File: src/rtl/rf_seq_ctrl_if.sv
// Command handshake bundle for rf_seq_ctrl: one register-transfer command
// (op, destination, source, immediate) qualified by valid/ready.
interface rf_seq_ctrl_if;
  logic       cmd_valid;
  logic       cmd_ready;
  logic [1:0] cmd_op;
  logic [1:0] cmd_dst;
  logic [1:0] cmd_src;
  logic [3:0] cmd_imm;

  modport master (
    output cmd_valid, cmd_op, cmd_dst, cmd_src, cmd_imm,
    input  cmd_ready
  );

  modport slave (
    input  cmd_valid, cmd_op, cmd_dst, cmd_src, cmd_imm,
    output cmd_ready
  );
endinterface

File: src/rtl/rf_seq_ctrl.sv
// rf_seq_ctrl: micro-sequencer for a 4x4-bit register file.
// Accepts one command at a time (LOAD, MOVE, ADD, SWAP) and steps the file's
// read/write controls through IDLE -> RD_A/RD_B -> WR_A/WR_B -> DONE.
// Optional feature macro: RF_SEQ_SWAP_EN. When undefined, op 11 (SWAP) is
// treated as illegal: it goes straight to DONE, sets err and touches nothing.
module rf_seq_ctrl (
  input  logic              fpga_clk,
  input  logic              rst_n,
  rf_seq_ctrl_if.slave      cmd,
  output logic [1:0]        rf_addr_x,
  output logic [1:0]        rf_addr_y,
  output logic              rf_rd_x,
  output logic              rf_rd_y,
  output logic              rf_wr_x,
  output logic [3:0]        rf_data_in,
  input  logic [3:0]        rf_data_out,
  output logic              done,
  output logic              carry,
  output logic              err,
  output logic [3:0]        sm_state,
  output logic [7:0]        op_count
);

  localparam logic [1:0] OP_LOAD = 2'b00;
  localparam logic [1:0] OP_MOVE = 2'b01;
  localparam logic [1:0] OP_ADD  = 2'b10;
  localparam logic [1:0] OP_SWAP = 2'b11;

`ifdef RF_SEQ_SWAP_EN
  localparam bit SWAP_EN = 1'b1;
`else
  localparam bit SWAP_EN = 1'b0;
`endif

  typedef enum logic [3:0] {
    IDLE = 4'd0,
    RD_A = 4'd1,
    RD_B = 4'd2,
    WR_A = 4'd3,
    WR_B = 4'd4,
    DONE = 4'd5
  } state_t;

  state_t     state;
  state_t     next_state;

  // started holds cmd_ready low through the first edge after reset release
  logic       started;
  logic       ready;
  logic       accept;
  logic       illegal;

  logic [1:0] op_q;
  logic [1:0] dst_q;
  logic [1:0] src_q;
  logic [3:0] imm_q;
  logic [3:0] temp_a;
  logic [3:0] temp_b;
  logic [4:0] sum;

  assign ready         = (state == IDLE) && started;
  assign cmd.cmd_ready = ready;
  assign accept        = cmd.cmd_valid && ready;
  assign illegal       = (cmd.cmd_op == OP_SWAP) && !SWAP_EN;
  assign sum           = {1'b0, temp_a} + {1'b0, temp_b};
  assign sm_state      = state;

  // State register; reset aborts any command in flight immediately
  always_ff @(posedge fpga_clk or negedge rst_n) begin
    if (!rst_n) state <= IDLE;
    else        state <= next_state;
  end

  // Next-state selection and Moore decode of the register-file controls
  always_comb begin
    next_state = IDLE;
    rf_addr_x  = 2'd0;
    rf_addr_y  = 2'd0;
    rf_rd_x    = 1'b0;
    rf_rd_y    = 1'b0;
    rf_wr_x    = 1'b0;
    rf_data_in = 4'd0;
    done       = 1'b0;
    case (state)
      IDLE: begin
        next_state = IDLE;
        if (accept) begin
          case (cmd.cmd_op)
            OP_LOAD: next_state = WR_A;
            OP_MOVE: next_state = RD_B;
            OP_ADD:  next_state = RD_A;
            default: next_state = SWAP_EN ? RD_A : DONE;
          endcase
        end
      end
      RD_A: begin
        next_state = RD_B;
        rf_addr_x  = dst_q;
        rf_rd_x    = 1'b1;
      end
      RD_B: begin
        next_state = WR_A;
        rf_addr_y  = src_q;
        rf_rd_y    = 1'b1;
      end
      WR_A: begin
        next_state = (op_q == OP_SWAP) ? WR_B : DONE;
        rf_addr_x  = dst_q;
        rf_wr_x    = 1'b1;
        case (op_q)
          OP_LOAD: rf_data_in = imm_q;
          OP_ADD:  rf_data_in = sum[3:0];
          default: rf_data_in = temp_b;
        endcase
      end
      WR_B: begin
        next_state = DONE;
        rf_addr_x  = src_q;
        rf_wr_x    = 1'b1;
        rf_data_in = temp_a;
      end
      DONE: begin
        next_state = IDLE;
        done       = 1'b1;
      end
      default: next_state = IDLE;
    endcase
  end

  // Command latch, read temps, carry/err flags and the completion counter
  always_ff @(posedge fpga_clk or negedge rst_n) begin
    if (!rst_n) begin
      started  <= 1'b0;
      op_q     <= 2'd0;
      dst_q    <= 2'd0;
      src_q    <= 2'd0;
      imm_q    <= 4'd0;
      temp_a   <= 4'd0;
      temp_b   <= 4'd0;
      carry    <= 1'b0;
      err      <= 1'b0;
      op_count <= 8'd0;
    end else begin
      started <= 1'b1;
      if (accept) begin
        op_q  <= cmd.cmd_op;
        dst_q <= cmd.cmd_dst;
        src_q <= cmd.cmd_src;
        imm_q <= cmd.cmd_imm;
        err   <= illegal;
      end
      if (state == RD_A) temp_a <= rf_data_out;
      if (state == RD_B) temp_b <= rf_data_out;
      if ((state == WR_A) && (op_q == OP_ADD)) carry <= sum[4];
      if (next_state == DONE) op_count <= op_count + 8'd1;
    end
  end

endmodule

File: src/flat_wrapper.sv
// flat-port wrapper written by rule: the top's interface ports become plain ports
module rf_seq_ctrl_flat 
  (fpga_clk, rst_n, rf_addr_x, rf_addr_y, rf_rd_x, rf_rd_y, rf_wr_x, rf_data_in, rf_data_out, done, carry, err, sm_state, op_count, cmd_cmd_valid, cmd_cmd_op, cmd_cmd_dst, cmd_cmd_src, cmd_cmd_imm, cmd_cmd_ready);
  rf_seq_ctrl_if cmd_i ();
  input  logic fpga_clk;
  input  logic rst_n;
  output logic [1:0] rf_addr_x;
  output logic [1:0] rf_addr_y;
  output logic rf_rd_x;
  output logic rf_rd_y;
  output logic rf_wr_x;
  output logic [3:0] rf_data_in;
  input  logic [3:0] rf_data_out;
  output logic done;
  output logic carry;
  output logic err;
  output logic [3:0] sm_state;
  output logic [7:0] op_count;
  input wire logic [$bits(cmd_i.cmd_valid)-1:0] cmd_cmd_valid;
  input wire logic [$bits(cmd_i.cmd_op)-1:0] cmd_cmd_op;
  input wire logic [$bits(cmd_i.cmd_dst)-1:0] cmd_cmd_dst;
  input wire logic [$bits(cmd_i.cmd_src)-1:0] cmd_cmd_src;
  input wire logic [$bits(cmd_i.cmd_imm)-1:0] cmd_cmd_imm;
  output wire logic [$bits(cmd_i.cmd_ready)-1:0] cmd_cmd_ready;
  assign cmd_i.cmd_valid = cmd_cmd_valid;
  assign cmd_i.cmd_op = cmd_cmd_op;
  assign cmd_i.cmd_dst = cmd_cmd_dst;
  assign cmd_i.cmd_src = cmd_cmd_src;
  assign cmd_i.cmd_imm = cmd_cmd_imm;
  assign cmd_cmd_ready = cmd_i.cmd_ready;
  rf_seq_ctrl u_core (.fpga_clk(fpga_clk), .rst_n(rst_n), .cmd(cmd_i), .rf_addr_x(rf_addr_x), .rf_addr_y(rf_addr_y), .rf_rd_x(rf_rd_x), .rf_rd_y(rf_rd_y), .rf_wr_x(rf_wr_x), .rf_data_in(rf_data_in), .rf_data_out(rf_data_out), .done(done), .carry(carry), .err(err), .sm_state(sm_state), .op_count(op_count));
endmodule
File: config.mk
export PLATFORM = sky130hd
export DESIGN_NAME = rf_seq_ctrl_flat
export DESIGN_NICKNAME = d
export VERILOG_FILES = /design/src/rtl/rf_seq_ctrl_if.sv /design/src/rtl/rf_seq_ctrl.sv /design/src/flat_wrapper.sv
export SDC_FILE = /design/constraint.sdc
export NUM_CORES = 1
export LEC_CHECK = 0
export ABC_AREA = 1
export BUFFER_PORTS_ARGS = -buffer_cell sky130_fd_sc_hd__clkbuf_2
export CAP_MARGIN = 20
export CORE_ASPECT_RATIO = 1.1
export CORE_MARGIN = 2
export CORE_UTILIZATION = 48
export CTS_CLUSTER_DIAMETER = 50
export DETAILED_ROUTE_END_ITERATION = 12
export HOLD_SLACK_MARGIN = 0.03
export PLACE_DENSITY = 0.75
export SLEW_MARGIN = 20
export SYNTH_ARGS = -nofsm -noshare
export SYNTH_HDL_FRONTEND = slang
export SYNTH_SLANG_ARGS = --single-unit
File: constraint.sdc
create_clock -name fpga_clk -period 1.4 [get_ports fpga_clk]
set_input_delay 0.14 -clock fpga_clk [delete_from_list [all_inputs] [get_ports fpga_clk]]
set_output_delay 0.14 -clock fpga_clk [all_outputs]
set_load 0.01 [all_outputs]
==> metrics.txt, run 1 <==
core footprint 3680 sq um; Max VDD drop 1260 uV; commonest non-fill, non-tap cell in the layout nand2_1; post-synthesis simple-gate area fraction between 30% and 40%; Largest stage delay, worst path 0.42 ns; min Tclk post-route 1.95 ns; CP Max Fanout 2; Clock transition at path regs around 0.070 ns; n_diodes 0; CP Data Required Time around 1.3 ns; Cells after Synth roughly 230; die area between 4000 and 5000 sq um; Crit path max-delay family adder cells; Buffers on Ports between 40 and 50; post-synthesis mux area share 0%; CTS H-tree lvls 2; Peak Freq ~510 MHz; Synth Warn # 0; Post-Place Setup Slack -0.243 ns; worst min-delay path class input port to flop; routed len/inst roughly 16 um; antenna violations before repair 0; flop-to-flop setup slack -0.15 ns; area share of the largest cell type after synthesis ~43%; Synth Register Bits 32; largest family of logic cells by synthesized area simple AND/OR/NAND/NOR gates; clk_lat worst skew about 0.29 ns; Mapped Avg Cell Area approximately 8.3 sq um; most frequent cells in the layout nand2_1, buf_4, clkbuf_2; initial drt markers between 100 and 150; Final ANT Viol Nets 0; crit path buf inv count 2; Adder-Cell Fraction of Synth Area 4.44%; max-cap viol count 0; syn_nets around 250; critical-path cell list ha_4, fa_2, nand2_2, inv_4, o31ai_2, nand2_1, nand2_2, buf_6; Die W between 60 and 70 um; post-synthesis sequential area ratio a little over two fifths; run status complete, but fails checks; Total Wirelength 5940 um; num rows 23; RSZ-0062 raised after global routing yes; CP startpoint kind flop; CTS max path bufs 2; Final Slew Violations 0; Crit-path slowest cell dfrtp_1; post-synthesis xor/xnor area fraction under 10%; clock tree from TritonCTS built; vias in the first global route ~1800; nets 343; first-pass GRT wire length 8380 um; top cells by area, synth dfrtp_1, nand2_1, ha_1, nand4_1, inv_1; CP dominant cell by count nand2_2; Cell Pwr Density approximately 2300 nW/um^2; Clock Sink Count 32; final worst-path cycle share 139%; CTS Buf Count 5; placed cell count 338; Leak between 0.0015 and 0.002 uW; Final setup viols 29; layout cells sized above 1 55.1%; WS Path Type flop to primary output; via count a little under 2000; post-synth top area cell dfrtp_1; Ports 44; largest net degree at the start of global routing 18; Die Ht 69.3 um; WP data arrival ~1.8 ns; clock skew a little over 0.008 ns; area of the mapped netlist between 1500 and 2000 sq um; DRC viols 0; global route overflow 0; clock root buffer clkbuf_8; HPWL after DPL 3250 um; first drt pass iteration count 4; initial core utilization between 50% and 60%; Final Hold Vio Count 0; failing checks setup timing; Power Total roughly 6800 uW; CP Capture Type primary output; PnR worst setup slack -0.549 ns; via-per-instance ratio about 5.3; Syn-to-layout area delta 59.2%; total track usage between 20% and 30%; Final Non-Filler Cells ~370; area fraction in compound gates after synthesis ~7.5%; Netlist cell types 34; gpl congestion 0.826
## report_power, final
part | internal [uW] | leakage, uW | switching [uW] | total [uW]
Sequential | 1290 | 0.000399 | 442 | 1730
Combinational | 2100 | 0.00112 | 2220 | 4320
Clock | 401 | 0.0000455 | 344 | 745
## cell families (layout without fill, tap and decap cells)
logic type               count (synthesis)  in the layout
AO/OA/AOI/OAI                           24             24
XOR/XNOR                                 3              3
other                                    2              2
AND/OR/NAND/NOR                        125            125
buffers and inverters                   33            129
flip-flops                              32             32
adder cells (fa/ha/maj)                  6              6
## timing repair
action                                 in CTS  in global routing
setup endpoints to repair                  22                 34
gates cloned                                0                  1
pin swaps                                  11                 21
setup buffers                              14                 11
endpoints found under the hold margin      15                  0
hold buffers                                1                  0
gates resized for setup                    36                 71
## sequential cells by signal, indices dropped and copies added, names as in the netlist
register	count
u_core.src_q	2
u_core.imm_q	4
u_core.err	1
u_core.sm_state	3
u_core.started	1
u_core.op_q	2
u_core.carry	1
u_core.temp_b	4
u_core.temp_a	4
u_core.op_count	8
u_core.dst_q	2
## tightest hold or removal path: cells and delay by family
family	cells	cell delay [ns]
buffers and inverters	1	0.07
AND/OR/NAND/NOR	2	0.09
## cell usage after synthesis
cell and count:
nand2_1 77, dfrtp_1 32, inv_1 16, nand3_1 10, nand4_1 10, nor2_1 9
o21ai_0 8, inv_2 7, o21ai_1 7, ha_1 5, nand2_4 5, a21oi_1 3
nand3_4 3, a22oi_1 2, a32o_1 2, buf_4 2, buf_6 2, clkbuf_1 2
clkinv_2 2, conb_1 2, nand2_2 2, nand3_2 2, nand3b_1 2, nor3_1 2
xnor2_1 2, a21boi_1 1, clkinv_1 1, clkinv_4 1, fa_1 1, nand4_2 1
nor2_4 1, nor4_4 1, o31ai_1 1, xor2_1 1
## layer usage
| metal | global-route usage [%] | vias to the layer above | part of all wire (%) |
|---|---|---|---|
| met1 | 29.9 | 962 | 40 |
| met2 | 40.9 | 86 | 52 |
| met4 | 11.6 | 0 | 2.9 |
| met3 | 6.49 | 14 | 5.0 |
| li1 | - | 920 | - |
| met5 | 0 | - | 0 |
## layout make-up
class | count | area (sq um)
fillers | 246 | 726
flip-flops and latches | 32 | 806
well taps | 50 | 62.6
repair buffers | 93 | 723
inverters | 27 | 133
multi-input cells | 160 | 1130
clock buffers | 8 | 90.1
repair inverters | 1 | 11.3
## stage by stage
step	utilization (%)	cell area (sq um)	hold slack (ns)	TNS [ns]
floorplan	-	1870	-0.156	-0.357
global placement	63.4	2340	0.101	-0.496
detailed placement	63.4	2340	0.104	-0.665
CTS	72.7	2680	0.0516	-2.48
global route	80.3	2960	0.0561	-6.15
finish	80.3	2960	0.0590	-3.94
## path summary, 6_finish.rpt
path / startpoint / to / cells past startpoint
setup / recovery: u_core.temp_b[0] / rf_data_in[2] / 8
hold reg to reg: u_core.imm_q[1] / u_core.imm_q[1] / 2
hold / removal: cmd_cmd_dst[1] / u_core.dst_q[1] / 3
setup reg to reg: u_core.sm_state[1] / u_core.op_count[3] / 11
max in group asynchronous: rst_n / u_core.sm_state[0] / 3
min in group asynchronous: rst_n / u_core.temp_a[0] / 2
(Power assumes the default switching activity.)
==> run 2, diff against run 1 <==
--- a/config.mk
+++ b/config.mk
@@ -5,12 +5,12 @@
 export SDC_FILE = /design/constraint.sdc
 export NUM_CORES = 1
 export LEC_CHECK = 0
-export ABC_AREA = 1
+export ABC_AREA = 0
 export BUFFER_PORTS_ARGS = -buffer_cell sky130_fd_sc_hd__clkbuf_2
 export CAP_MARGIN = 20
 export CORE_ASPECT_RATIO = 1.1
 export CORE_MARGIN = 2
-export CORE_UTILIZATION = 48
+export CORE_UTILIZATION = 47
 export CTS_CLUSTER_DIAMETER = 50
 export DETAILED_ROUTE_END_ITERATION = 12
 export HOLD_SLACK_MARGIN = 0.03
==> run 2 against run 1 <==
Against the previous run:
- the run still ends with setup timing left
- via count down 13%
- hold slack about the same
- total power up 3.2%
- non-clock buffer count up 8
- register-to-register slack worse by 0.10 ns
- final cell count down 15%
- clock-buffer cell count down 1
- clock power down 20%
- sequential share of layout area up 0.79 points
- critical endpoint is now rf_data_in[1]
- highest routed layer unchanged
==> metrics.txt, run 2 <==
NetSw 2900 uW (-3.3%); Final Hold Vio Count 0 (unchanged); layout cells sized above 1 63.2% (+8.1 points); syn_nets 192 (-23%); CP Capture Type primary output; Max VDD drop 1580 uV (+25%); vias in the first global route 1709 (-5.7%); Biggest register u_core.op_count; n_diodes 0 (unchanged); via count 1721 (-13%); CP Data Required Time 1.26 ns (about the same); DRC viols 0 (unchanged); top cells by area, synth dfrtp_1, nand2_1, mux2_2, ha_1, xnor2_1; area of the mapped netlist 1710 sq um (-8.0%); first-pass GRT wire length 8090 um (-3.5%); largest net degree at the start of global routing 33 (+15); clock tree from TritonCTS built; final worst-path cycle share 160% (+21 points); Hold WS 0.0589 ns (-0.0000990 ns); internal power 4120 uW (+8.4%); Total Wirelength 6060 um (+2.0%); failing checks setup timing; clock share of power 8.5% (-2.5 points); Leak 0.00143 uW (-8.3%); Clock transition at path regs 0.10 ns (+0.03 ns); clk_lat worst skew 0.33 ns (+0.04 ns); max-cap viol count 0 (unchanged); worst min-delay path class input port to flop; Final ANT Viol Nets 0 (unchanged); max reg flops 8 (unchanged); die area 4140 sq um (-5.7%); nets 292 (-15%); initial core utilization 50.1% (-0.37 points); Synth top cells by count nand2_1, dfrtp_1, a21oi_1, mux2_2, xnor2_1; Synth Warn # 0 (unchanged); post-synthesis sequential area ratio 46.9% (+3.8 points); Clock Sink Count 32 (unchanged); Die W 61.5 um (-2.9%); Post-Place Setup Slack -0.396 ns (-0.153 ns); Final setup viols 44 (+52%); CP startpoint kind flop; routed len/inst 19.1 um (+19%); Combinational Power Share 65.6% (+2.1 points); Post-synth EDFFs 0 (unchanged); PnR worst setup slack -0.843 ns (-0.293 ns); cell with the most instances after synthesis nand2_1; run status complete, but fails checks; post-synth top area cell dfrtp_1; Peak Freq 446 MHz (-13%); clock root buffer clkbuf_4; global route overflow 0 (unchanged); min Tclk post-route 2.24 ns (+0.293 ns); total track usage 27.4% (+2.7 points); ys flop type dfrtp_1; sequential power share 26.0% (+0.5 points); Cells after Synth 169 (-25%); WP data arrival 2.10 ns (+0.29 ns); area share of the largest cell type after synthesis 46.9% (+3.8 points); Mapped Avg Cell Area 10.1 sq um (+22%); Netlist cell types 42 (+24%); RSZ-0062 raised after global routing yes; CTS Buf Count 5 (unchanged); # fillers 176 (-28%); gpl congestion 0.830 (+0.45%); via-per-instance ratio 5.43 (+1.6%); Cell Pwr Density 2440 nW/um^2 (+6.2%); HPWL after DPL 2970 um (-8.5%); most frequent cells in the layout buf_4, clkbuf_2, dfrtp_1; first drt pass iteration count 4 (unchanged); clock skew 0.0125 ns (+0.00420 ns); Buffers on Ports 42 (unchanged); Die Ht 67.2 um (-2.9%); Synth Register Bits 32 (unchanged); initial drt markers 103 (-11%); antenna violations before repair 0 (unchanged); WS Path Type flop to primary output; Ports 44 (unchanged); commonest non-fill, non-tap cell in the layout buf_4; num rows 22 (-4.3%); CTS max path bufs 2 (unchanged); Final Slew Violations 0 (unchanged); Net Sw Frac 41.4% (-2.8 points); CTS H-tree lvls 2 (unchanged); CP Max Fanout 2 (unchanged); Syn-to-layout area delta 68.2%; core footprint 3410 sq um (-7.3%); Post-synth ARST share 100% (unchanged)
-- run 2: metrics by stage --
| step | instances | util [%] | power [uW] | TNS, ns | area [sq um] |
|---|---|---|---|---|---|
| after floorplan | 169 | - | 3560 | -0.886 | 1760 |
| after global placement | 285 | 65.9 | 4730 | -2.27 | 2250 |
| after detailed placement | 285 | 65.9 | 4850 | -2.65 | 2250 |
| after CTS | 313 | 78.0 | 6190 | -9.96 | 2660 |
| after global routing | 317 | 84.2 | 7430 | -12.64 | 2870 |
| final | 317 | 84.2 | 7020 | -10.39 | 2870 |
-- run 2: power groups by stage --
stage / Combinational (uW) / Clock [uW] / Sequential [uW]
final: 4600 / 594 / 1820
after global routing: 4920 / 649 / 1860
after detailed placement: 3110 / 0 / 1740
after global placement: 3020 / 0 / 1720
after floorplan: 1840 / 0 / 1720
after CTS: 3840 / 603 / 1740
-- run 2: critical path: stages, from the launching register on --
cell and delay [ns]:
dfrtp_1 0.43, ha_4 0.18, fa_2 0.53, mux2i_1 0.09
nor2_1 0.17, a21oi_2 0.07, o21ai_2 0.13, buf_2 0.16
-- run 2: final timing paths --
path,start,to,slack (ns),depth (start not counted)
max in group asynchronous,rst_n,u_core.temp_a[1],0.68,3
max,u_core.temp_a[0],rf_data_in[1],-0.84,7
min,rf_data_out[2],u_core.temp_b[2],0.06,2
min reg2reg,u_core.op_count[7],u_core.op_count[7],0.48,1
min in group asynchronous,rst_n,u_core.sm_state[2],0.39,3
max reg2reg,u_core.sm_state[1],u_core.temp_a[3],-0.25,6
-- run 2: timing repair --
action,in CTS,in global routing
hold endpoints to repair,40,0
setup buffers,11,10
hold buffers,9,0
gates cloned,1,0
pin swaps,27,42
endpoints found under the setup margin,42,45
resized for setup,51,65
-- run 2: per-layer routing --
| layer | vias to the layer above | global-route usage [%] | wire length (um) |
|---|---|---|---|
| li1 | 768 | - | - |
| met1 | 881 | 31.1 | 2420 |
| met2 | 59 | 46.4 | 3290 |
| met3 | 13 | 7.09 | 223 |
| met4 | 0 | 14.4 | 129 |
| met5 | - | 0 | 0 |
-- run 2: layout make-up --
cell class                      count  area, sq um  area share [%]
Multi-Input combinational cell    127         1120            39.0
Inverter                            2         7.51           0.261
Timing Repair Buffer              101          816            28.4
Tap cell                           48         60.1            2.09
Sequential cell                    32          806            28.0
Clock buffer                        7         65.1            2.26
-- run 2: logic make-up after synthesis --
| kind of cell | Yosys count | share of synthesized area, % |
|---|---|---|
| fa+ha+maj | 6 | 4.83 |
| flops | 32 | 46.9 |
| other cells | 2 | 0.439 |
| xor+xnor | 9 | 4.61 |
| mux | 11 | 7.10 |
| simple gates | 73 | 21.5 |
| buf+inv | 10 | 4.10 |
| compound gates | 26 | 10.5 |
